[src/rtl/br_stack_pkg.sv]
// Branch checkpoint stack shared definitions: branch-state encoding
// (also used by the free list) and checkpoint field widths.
`ifndef BR_DEFINES_SVH
`define BR_DEFINES_SVH
`define BR_STATE_W    2
`define BR_NONE       2'b00
`define BR_PR_CORRECT 2'b01
`define BR_PR_WRONG   2'b10
`endif

package br_stack_pkg;

  // Width of a free-list head pointer saved in each checkpoint.
  localparam int FL_HEAD_W = 5;

  // Resolution status broadcast to the free list.
  typedef enum logic [`BR_STATE_W-1:0] {
    BR_NONE       = `BR_NONE,
    BR_PR_CORRECT = `BR_PR_CORRECT,
    BR_PR_WRONG   = `BR_PR_WRONG
  } br_state_e;

  // Maps a resolution strobe and its outcome to the broadcast state.
  function automatic br_state_e br_state_of(input logic en, input logic mispredict);
    if (!en) begin
      return BR_NONE;
    end
    return mispredict ? BR_PR_WRONG : BR_PR_CORRECT;
  endfunction

endpackage

[src/rtl/br_alloc_pe.sv]
// Lowest-zero priority encoder: picks the lowest-index free checkpoint
// slot as a one-hot grant and flags when every slot is busy.
module br_alloc_pe #(
  parameter int N = 4
) (
  input  logic [N-1:0] busy_i,
  output logic [N-1:0] grant_o,
  output logic         none_free_o
);

  logic found;

  // Scan from slot 0 upward and grant the first slot that is not busy.
  always_comb begin
    grant_o = '0;
    found   = 1'b0;
    for (int i = 0; i < N; i++) begin
      if (!busy_i[i] && !found) begin
        grant_o[i] = 1'b1;
        found      = 1'b1;
      end
    end
  end

  assign none_free_o = &busy_i;

endmodule

[src/rtl/br_stack.sv]
// Branch checkpoint stack: saves the free-list head and ROB tail per
// dispatched branch in a one-hot tagged slot, releases the slot on a
// correct prediction and drives recovery state on a misprediction.
module br_stack
  import br_stack_pkg::*;
#(
  parameter int BR_DEPTH  = 4,
  parameter int ROB_IDX_W = 5
) (
  input  logic                   clk,
  input  logic                   rst,
  input  logic                   dispatch_br_en_i,
  input  logic [FL_HEAD_W-1:0]   fl_cur_head_i,
  input  logic [ROB_IDX_W-1:0]   rob_tail_i,
  input  logic                   br_result_en_i,
  input  logic [BR_DEPTH-1:0]    br_result_tag_i,
  input  logic                   br_mispredict_i,
  output logic [BR_DEPTH-1:0]    br_tag_o,
  output logic [BR_DEPTH-1:0]    br_mask_o,
  output logic                   full_o,
  output logic [`BR_STATE_W-1:0] br_state_o,
  output logic [FL_HEAD_W-1:0]   rc_head_o,
  output logic [ROB_IDX_W-1:0]   rc_rob_tail_o,
  output logic [BR_DEPTH-1:0]    squash_mask_o
);

  logic [BR_DEPTH-1:0]  valid_q, valid_d;
  logic [FL_HEAD_W-1:0] fl_head_q  [BR_DEPTH];
  logic [FL_HEAD_W-1:0] fl_head_d  [BR_DEPTH];
  logic [ROB_IDX_W-1:0] rob_tail_q [BR_DEPTH];
  logic [ROB_IDX_W-1:0] rob_tail_d [BR_DEPTH];
  logic [BR_DEPTH-1:0]  dep_mask_q [BR_DEPTH];
  logic [BR_DEPTH-1:0]  dep_mask_d [BR_DEPTH];

  logic [BR_DEPTH-1:0]  free_slot;
  logic                 none_free;
  logic                 resolve_en;
  logic                 correct_en;
  logic                 wrong_en;
  logic                 tag_hit;
  logic                 push_fire;
  logic [BR_DEPTH-1:0]  squash_mask;
  logic [BR_DEPTH-1:0]  new_dep_mask;
  logic [FL_HEAD_W-1:0] rc_head;
  logic [ROB_IDX_W-1:0] rc_rob_tail;
  br_state_e            br_state;

  br_alloc_pe #(
    .N(BR_DEPTH)
  ) u_alloc_pe (
    .busy_i      (valid_q),
    .grant_o     (free_slot),
    .none_free_o (none_free)
  );

  // Reset masks the resolution strobe so recovery outputs go quiet at once.
  assign resolve_en = br_result_en_i & ~rst;
  assign correct_en = resolve_en & ~br_mispredict_i;
  assign wrong_en   = resolve_en & br_mispredict_i;
  assign tag_hit    = |(br_result_tag_i & valid_q);

  // A branch dispatching alongside a mispredict is younger and dies with it.
  assign push_fire  = dispatch_br_en_i & ~none_free & ~wrong_en & ~rst;

  // The new slot depends on every outstanding branch except one retiring now.
  assign new_dep_mask = valid_q & ~(correct_en ? br_result_tag_i : {BR_DEPTH{1'b0}});

  assign br_state = br_state_of(resolve_en, br_mispredict_i);

  // Recovery lookup: read the tagged slot and gather its younger dependents.
  always_comb begin
    squash_mask = '0;
    rc_head     = '0;
    rc_rob_tail = '0;
    if (wrong_en && tag_hit) begin
      squash_mask = br_result_tag_i & valid_q;
      for (int i = 0; i < BR_DEPTH; i++) begin
        if (br_result_tag_i[i] && valid_q[i]) begin
          rc_head     = rc_head | fl_head_q[i];
          rc_rob_tail = rc_rob_tail | rob_tail_q[i];
        end
        if (valid_q[i] && (|(dep_mask_q[i] & br_result_tag_i))) begin
          squash_mask[i] = 1'b1;
        end
      end
    end
  end

  // Slot next-state: retire, squash, then allocate the pushed branch.
  always_comb begin
    valid_d    = valid_q;
    fl_head_d  = fl_head_q;
    rob_tail_d = rob_tail_q;
    dep_mask_d = dep_mask_q;
    for (int i = 0; i < BR_DEPTH; i++) begin
      if (correct_en) begin
        dep_mask_d[i] = dep_mask_q[i] & ~br_result_tag_i;
        if (br_result_tag_i[i]) begin
          valid_d[i]    = 1'b0;
          dep_mask_d[i] = '0;
        end
      end
      if (squash_mask[i]) begin
        valid_d[i]    = 1'b0;
        dep_mask_d[i] = '0;
      end
      if (push_fire && free_slot[i]) begin
        valid_d[i]    = 1'b1;
        fl_head_d[i]  = fl_cur_head_i;
        rob_tail_d[i] = rob_tail_i;
        dep_mask_d[i] = new_dep_mask;
      end
    end
  end

  // Checkpoint slot registers, cleared asynchronously on reset.
  always_ff @(posedge clk or posedge rst) begin
    if (rst) begin
      valid_q <= '0;
      for (int i = 0; i < BR_DEPTH; i++) begin
        fl_head_q[i]  <= '0;
        rob_tail_q[i] <= '0;
        dep_mask_q[i] <= '0;
      end
    end else begin
      valid_q <= valid_d;
      for (int i = 0; i < BR_DEPTH; i++) begin
        fl_head_q[i]  <= fl_head_d[i];
        rob_tail_q[i] <= rob_tail_d[i];
        dep_mask_q[i] <= dep_mask_d[i];
      end
    end
  end

  assign br_tag_o      = push_fire ? free_slot : '0;
  assign br_mask_o     = valid_q;
  assign full_o        = none_free;
  assign br_state_o    = br_state;
  assign rc_head_o     = rc_head;
  assign rc_rob_tail_o = rc_rob_tail;
  assign squash_mask_o = squash_mask;

endmodule

[config.mk]
export PLATFORM = sky130hd
export DESIGN_NAME = br_stack
export DESIGN_NICKNAME = d
export VERILOG_FILES = /design/src/rtl/br_stack_pkg.sv /design/src/rtl/br_alloc_pe.sv /design/src/rtl/br_stack.sv
export SDC_FILE = /design/constraint.sdc
export NUM_CORES = 1
export LEC_CHECK = 0
export CAP_MARGIN = 40
export CORE_MARGIN = 4
export CORE_UTILIZATION = 45
export CTS_CLUSTER_DIAMETER = 120
export DETAILED_ROUTE_END_ITERATION = 8
export PLACE_DENSITY = 0.79
export REMOVE_ABC_BUFFERS = 1
export SETUP_SLACK_MARGIN = 0.3
export SLEW_MARGIN = 20
export SYNTH_ARGS = -nofsm -noshare
export SYNTH_HDL_FRONTEND = slang
export SYNTH_SLANG_ARGS = --single-unit
export TNS_END_PERCENT = 100
[constraint.sdc]
create_clock -name clk -period 1.8 [get_ports clk]
set_clock_uncertainty 0.15 [all_clocks]
set_input_delay 0.27 -clock clk [delete_from_list [all_inputs] [get_ports clk]]
set_output_delay 0.27 -clock clk [all_outputs]
set_load 0.05 [all_outputs]
* Word level (Yosys, flattened, before mapping)
Cells that the tools add are included.
** Word-level totals
- Register bits :: 60
- Word-level logic and storage cells :: 146
- Output and inout port bits :: 25
- Input port bits :: 19
** Cells by class
- Multiplexer cells :: 63
- Bitwise operators :: 28
- Reduce and logical (&&, ||, !) cells :: 39
** Operators with widths (number)
- 2-to-1 mux 5 bit :: 16
- 2-to-1 mux 4 bit :: 19
- AND 4 bit :: 10
- OR 5 bit :: 6
- 2-to-1 mux 1 bit :: 26
- nonzero test 3 bit :: 8
- OR reduction 4 bit :: 5
- logical AND 1 bit :: 16
- inverter 4 bit :: 2
- AND reduction 2 bit :: 4
- AND 1 bit :: 6
- logical NOT 1 bit :: 5
- 2-to-1 mux 2 bit :: 2
- inverter 1 bit :: 4
- AND reduction 4 bit :: 1

* Longest topological paths before layout
Gate-level depths: netlist of the first run.
- Word-level depth :: 14
- Depth in mapped cells :: 7
- Depth with buffers taken out :: 6

* Modules after synthesis
A second synthesis of the first run with hierarchy kept.
** Unflattened totals
- Cells, all modules :: 226
- Area, all modules :: 2690.1 µm²
** By module, submodules not included
- br_stack :: cells an instance 221, sequential area each 1401.3 µm², area an instance 2651.3 µm², times used 1
- br_alloc_pe :: cells an instance 5, sequential area each 0.0 µm², area an instance 38.8 µm², times used 1

* Worst setup path before layout of the first run
OpenSTA, ideal clock, no wires.
- Path kind :: reg2out
- Start point :: register valid_q[0], in the netlist br_mask_o[0]
- End point :: output rc_head_o[0]
- Cell stages (with the launch flop) :: 5
- Arrival :: 2129 ps
- Data required time :: 1380 ps
- Path slack :: -749 ps
- Buffers on the path :: 1
- Path through :: dfrtp_1 and2_0 clkbuf_1 a22oi_1 a21oi_1
** Between the ends
- Word-level cells in the longest chain between the ends :: 12
- Elaborated cells on any way between the ends :: 15
- Classes of those cells :: mux (8); bitwise (4); reduce/logical (3)
** Ends and longest elaborated chain
- start, declared :: line br_stack.sv:27 : logic [BR_DEPTH-1:0] valid_q, valid_d;
- start signal, assigned :: line br_stack.sv:126 : valid_q <= valid_d;
- logical AND 1 bit :: line br_stack.sv:78 : if (br_result_tag_i[i] && valid_q[i]) begin
- 2-to-1 mux 5 bit :: line br_stack.sv:78
- 2-to-1 mux 5 bit :: line br_stack.sv:75 : if (wrong_en && tag_hit) begin
- OR 5 bit :: line br_stack.sv:79 : rc_head = rc_head | fl_head_q[i];
- 2-to-1 mux 5 bit :: line br_stack.sv:78
- 2-to-1 mux 5 bit :: line br_stack.sv:75
- OR 5 bit :: line br_stack.sv:79
- 2-to-1 mux 5 bit :: line br_stack.sv:78
- 2-to-1 mux 5 bit :: line br_stack.sv:75
- OR 5 bit :: line br_stack.sv:79
- 2-to-1 mux 5 bit :: line br_stack.sv:78
- 2-to-1 mux 5 bit (*) :: line br_stack.sv:75
- end, declared :: line br_stack.sv:22 : output logic [FL_HEAD_W-1:0] rc_head_o,
Every way passes the cells marked *; elsewhere a longest branch is shown, timed or not. The select of a mux whose other input is x is not followed.

* Worst setup path in the final report of the first run
- Start point :: register valid_q[3], in the netlist br_mask_o[3]
- End point :: output squash_mask_o[3]
** Between the ends
- Word-level cells in the longest chain between the ends :: 4
- Elaborated cells on any way between the ends :: 6
- Classes of those cells :: mux (2); bitwise (1); reduce/logical (3)
** Ends and longest elaborated chain
- AND 4 bit :: line br_stack.sv:60, br_stack.sv:76
- OR reduction 4 bit :: line br_stack.sv:60 : assign tag_hit = |(br_result_tag_i & valid_q);
- logical AND 1 bit :: line br_stack.sv:75
- 2-to-1 mux 4 bit (*) :: line br_stack.sv:75
- end, declared :: line br_stack.sv:24 : output logic [BR_DEPTH-1:0] squash_mask_o
Every way passes the cells marked *; elsewhere a longest branch is shown, timed or not.

==> impl_metrics.env, run 1 <==
export IMPL_timing_rr_end="dep_mask_q[7]"
export IMPL_row_count=28
export IMPL_synth_seq_cells=56
export IMPL_grt_pass1_vias=2656
export IMPL_finalSetupTns_ps=-13660
export IMPL_cts_tree="done"
export IMPL_placed_cells=363
export IMPL_clockBufferDepth=2
export IMPL_synth_top_cell_by_area="dfrtp_1"
export IMPL_initial_core_util=0.4607
export IMPL_worstReg2RegStart="br_mask_o[1]"
export IMPL_sw_frac_of_total=0.3641
export IMPL_cts_max_level=2
export IMPL_clkPwrFrac=0.127
export IMPL_reg2reg_depth=11
export IMPL_p_comb_frac=0.504
export IMPL_reg2reg_setup_slack_ps=-280
export IMPL_grt_start_max_net_pins=57
export IMPL_status="finished, violations left"
export IMPL_drt_initial_drc_count=288
export IMPL_max_slew_margin=0.6073
export IMPL_postPlaceCellArea_sq_mm=0.003525
export IMPL_die_width_um=85.62
export IMPL_synth_edff_count=0
export IMPL_drv_slew=0
export IMPL_wl_per_cell_um=24.52
export IMPL_ir_drop_mv=1.085
export IMPL_grt_remaining_overflow=0
export IMPL_ioPinCount=44
export IMPL_syn_avg_cell_area_sq_um=12.27
export IMPL_core_sq_mm=0.005886
export IMPL_grt_antenna_before_repair=0
export IMPL_nets=349
export IMPL_start_kind="register"
export IMPL_critical_path_class="reg2out"
export IMPL_violations="negative hold slack, negative setup slack"
export IMPL_rsz0062_at_grt="yes"
export IMPL_gp_congestion=0.8495
export IMPL_fin_hold_ws_ps=-11.17
export IMPL_setup_slack_ps=-390.7
export IMPL_routed_wl_mm=9.907
export IMPL_grt_total_usage=0.2404
export IMPL_synth_cells=221
export IMPL_port_buffers=43
export IMPL_p_total_mw=6.204
export IMPL_min_period_ps=2191
export IMPL_synthArstFlopShare=1.000
export IMPL_hold_path_class="in2async"
export IMPL_die_area_sq_mm=0.007331
export IMPL_worstMarginPinSlew_ps=582.8
export IMPL_synth_area_sq_mm=0.002711
export IMPL_fin_area_sq_mm=0.004598
export IMPL_path_clk_slew_ps=100
export IMPL_p_seq_frac=0.368
export IMPL_cts_sinks=56
export IMPL_fin_util=0.7813
export IMPL_end_kind="output port"
export IMPL_num_vias=2542
export IMPL_internal_power_mw=3.945
export IMPL_period_share=1.217
export IMPL_drc_errors=0
export IMPL_ys_top_cells_by_area="dfrtp_1 (52%), mux2_2 (14%), a22oi_1 (6.6%), mux2_4 (3.3%), a21oi_1 (2.6%)"
export IMPL_areaGrowthSynthToFinish_pct=69.59
export IMPL_leakage_nw=2.045
export IMPL_die_height_um=85.62
export IMPL_dp_hpwl_mm=4.714
export IMPL_required_ps=1380
export IMPL_worstPathArrival_ps=1770
export IMPL_drive_gt1_frac=0.6292
export IMPL_ys_flop_type="dfrtp_1"
export IMPL_yosysTopAreaCellShare=0.5168
export IMPL_max_freq_ghz=0.4565
export IMPL_first_pass_iters=5
export IMPL_hold_buffers=0
export IMPL_ys_types=41
export IMPL_final_antenna_net_count=0
export IMPL_stdcell_count=404
export IMPL_powerDensity_mw_per_mm2=1349
export IMPL_switching_power_mw=2.259
export IMPL_clock_latency_ps=310
export IMPL_ys_warnings_count=0
export IMPL_cp_max_fo=6
export IMPL_cts_buffers=5
export IMPL_cap_violations=0
export IMPL_yosysSeqAreaShare=0.5168
export IMPL_hold_viol=29
export IMPL_setup_violations=74
export IMPL_ctsRootBufferMaster="clkbuf_8"
export IMPL_grt_pass1_wl_mm=13.68
export IMPL_insertedDiodeCount=0
export IMPL_vias_per_cell=6.292
==> how the worst max path moves through the flow <==
| stage | start | endpoint | slack, ps |
|---|---|---|---|
| 2_1_floorplan | br_mask_o[0] | br_mask_o[3] | -890 |
| 5_1_grt | br_mask_o[1] | rc_rob_tail_o[3] | -440 |
| 3_3_place_gp | rst | squash_mask_o[3] | -420 |
| 3_5_place_dp | rst | squash_mask_o[3] | -460 |
| 6_report | br_mask_o[3] | squash_mask_o[3] | -390 |
| 4_1_cts | br_mask_o[3] | squash_mask_o[3] | -290 |
==> flip-flops by register name (all words and copies together) (netlist names) <==
signal,flops
fl_head_q,20
rob_tail_q,20
dep_mask_q,12
br_mask_o,4
==> power by group through the flow <==
stage / Combinational (mW) / Clock [mW] / Sequential, mW
2_1_floorplan: 1.06 / 0 / 2.25
3_3_place_gp: 1.93 / 0 / 2.12
3_5_place_dp: 1.98 / 0 / 2.15
4_1_cts: 2.62 / 0.791 / 2.16
5_1_grt: 3.27 / 0.850 / 2.32
6_report: 3.13 / 0.789 / 2.29
==> cells by family (layout without fill, tap and decap cells) <==
| family | after synthesis | count (layout) | share of synthesized area |
|---|---|---|---|
| mux | 40 | 40 | 0.1744 |
| simple gates | 46 | 46 | 0.1011 |
| compound gates | 60 | 60 | 0.1587 |
| buf+inv | 19 | 127 | 0.04891 |
| flops | 56 | 56 | 0.5168 |
==> critical path: stages, from the launching register on <==
cell	delay, ps
dfrtp_1	410
and2_4	180
o41ai_4	430
buf_6	210
a211oi_4	50
buf_6	180
==> per-stage QoR <==
step | worst slack [ps] | hold WS, ps
floorplan | -893.5 | 268.1
global placement | -417.3 | 337.3
detailed placement | -462.7 | 345.0
CTS | -294.1 | 34.23
global route | -438.9 | 3.742
finish | -390.7 | -11.17
==> final cells by class <==
class	instances	area, sq um
Timing Repair Buffer	116	1374
Clock buffer	5	68.82
Sequential cell	56	1401
Multi-Input combinational cell	146	1599
Inverter	5	31.28
Tap cell	75	93.84
Fill cell	307	1287
Clock inverter	1	30.03
==> metal layers <==
metal  share of wire  wire (um)  vias up  track usage
met1            0.39       3842     1283       0.2819
met2            0.49       4858      160       0.4025
met4           0.048        473        0       0.1137
met3           0.074        732       60      0.07301
li1                -          -     1039            -
met5               0          0        -            0
==> cells in the mapped netlist (3+ instances only) <==
library cell  count
a21oi_1          14
a22oi_1          24
and3_1            3
buf_6             4
clkbuf_1          5
dfrtp_1          56
inv_1             4
mux2_2           34
mux2_4            6
nand2_1          18
nand3_1           7
o21ai_0           3
o21ai_1           3
o22ai_1           5
o2bb2ai_1         3
==> placed cells by master (no fill, tap or decap), types with 3 or more instances in the layout <==
| cell | count |
|---|---|
| a21oi_4 | 4 |
| o22ai_2 | 4 |
| mux2_4 | 38 |
| a21oi_1 | 4 |
| and3_4 | 3 |
| and2_4 | 4 |
| dlygate4sd2_1 | 3 |
| o21ai_0 | 3 |
| buf_12 | 19 |
| nand3_4 | 3 |
| o21ai_2 | 5 |
| clkbuf_8 | 5 |
| a21oi_2 | 6 |
| nand3_1 | 3 |
| a22oi_2 | 8 |
| nand2_1 | 15 |
| o2bb2ai_2 | 3 |
| buf_6 | 47 |
| clkdlybuf4s50_1 | 12 |
| dfrtp_1 | 56 |
| a22oi_1 | 16 |
| nand2_2 | 3 |
| buf_4 | 30 |
==> timing repair <==
| action | 4_1_cts | 5_1_grt |
|---|---|---|
| pin swaps | 16 | 6 |
| endpoints found under the setup margin | 75 | 78 |
| gates resized for setup | 135 | 45 |
| buffers inserted | 19 | 14 |
| gates cloned | 1 | 1 |
(Power assumes the default switching activity.)
==> run 2: changes to the inputs <==
ABC_CLOCK_PERIOD_IN_PS = 1800   (was not set)
==> results of run 2 <==
Final layout, timing and power as in run 1 (identical DEF).
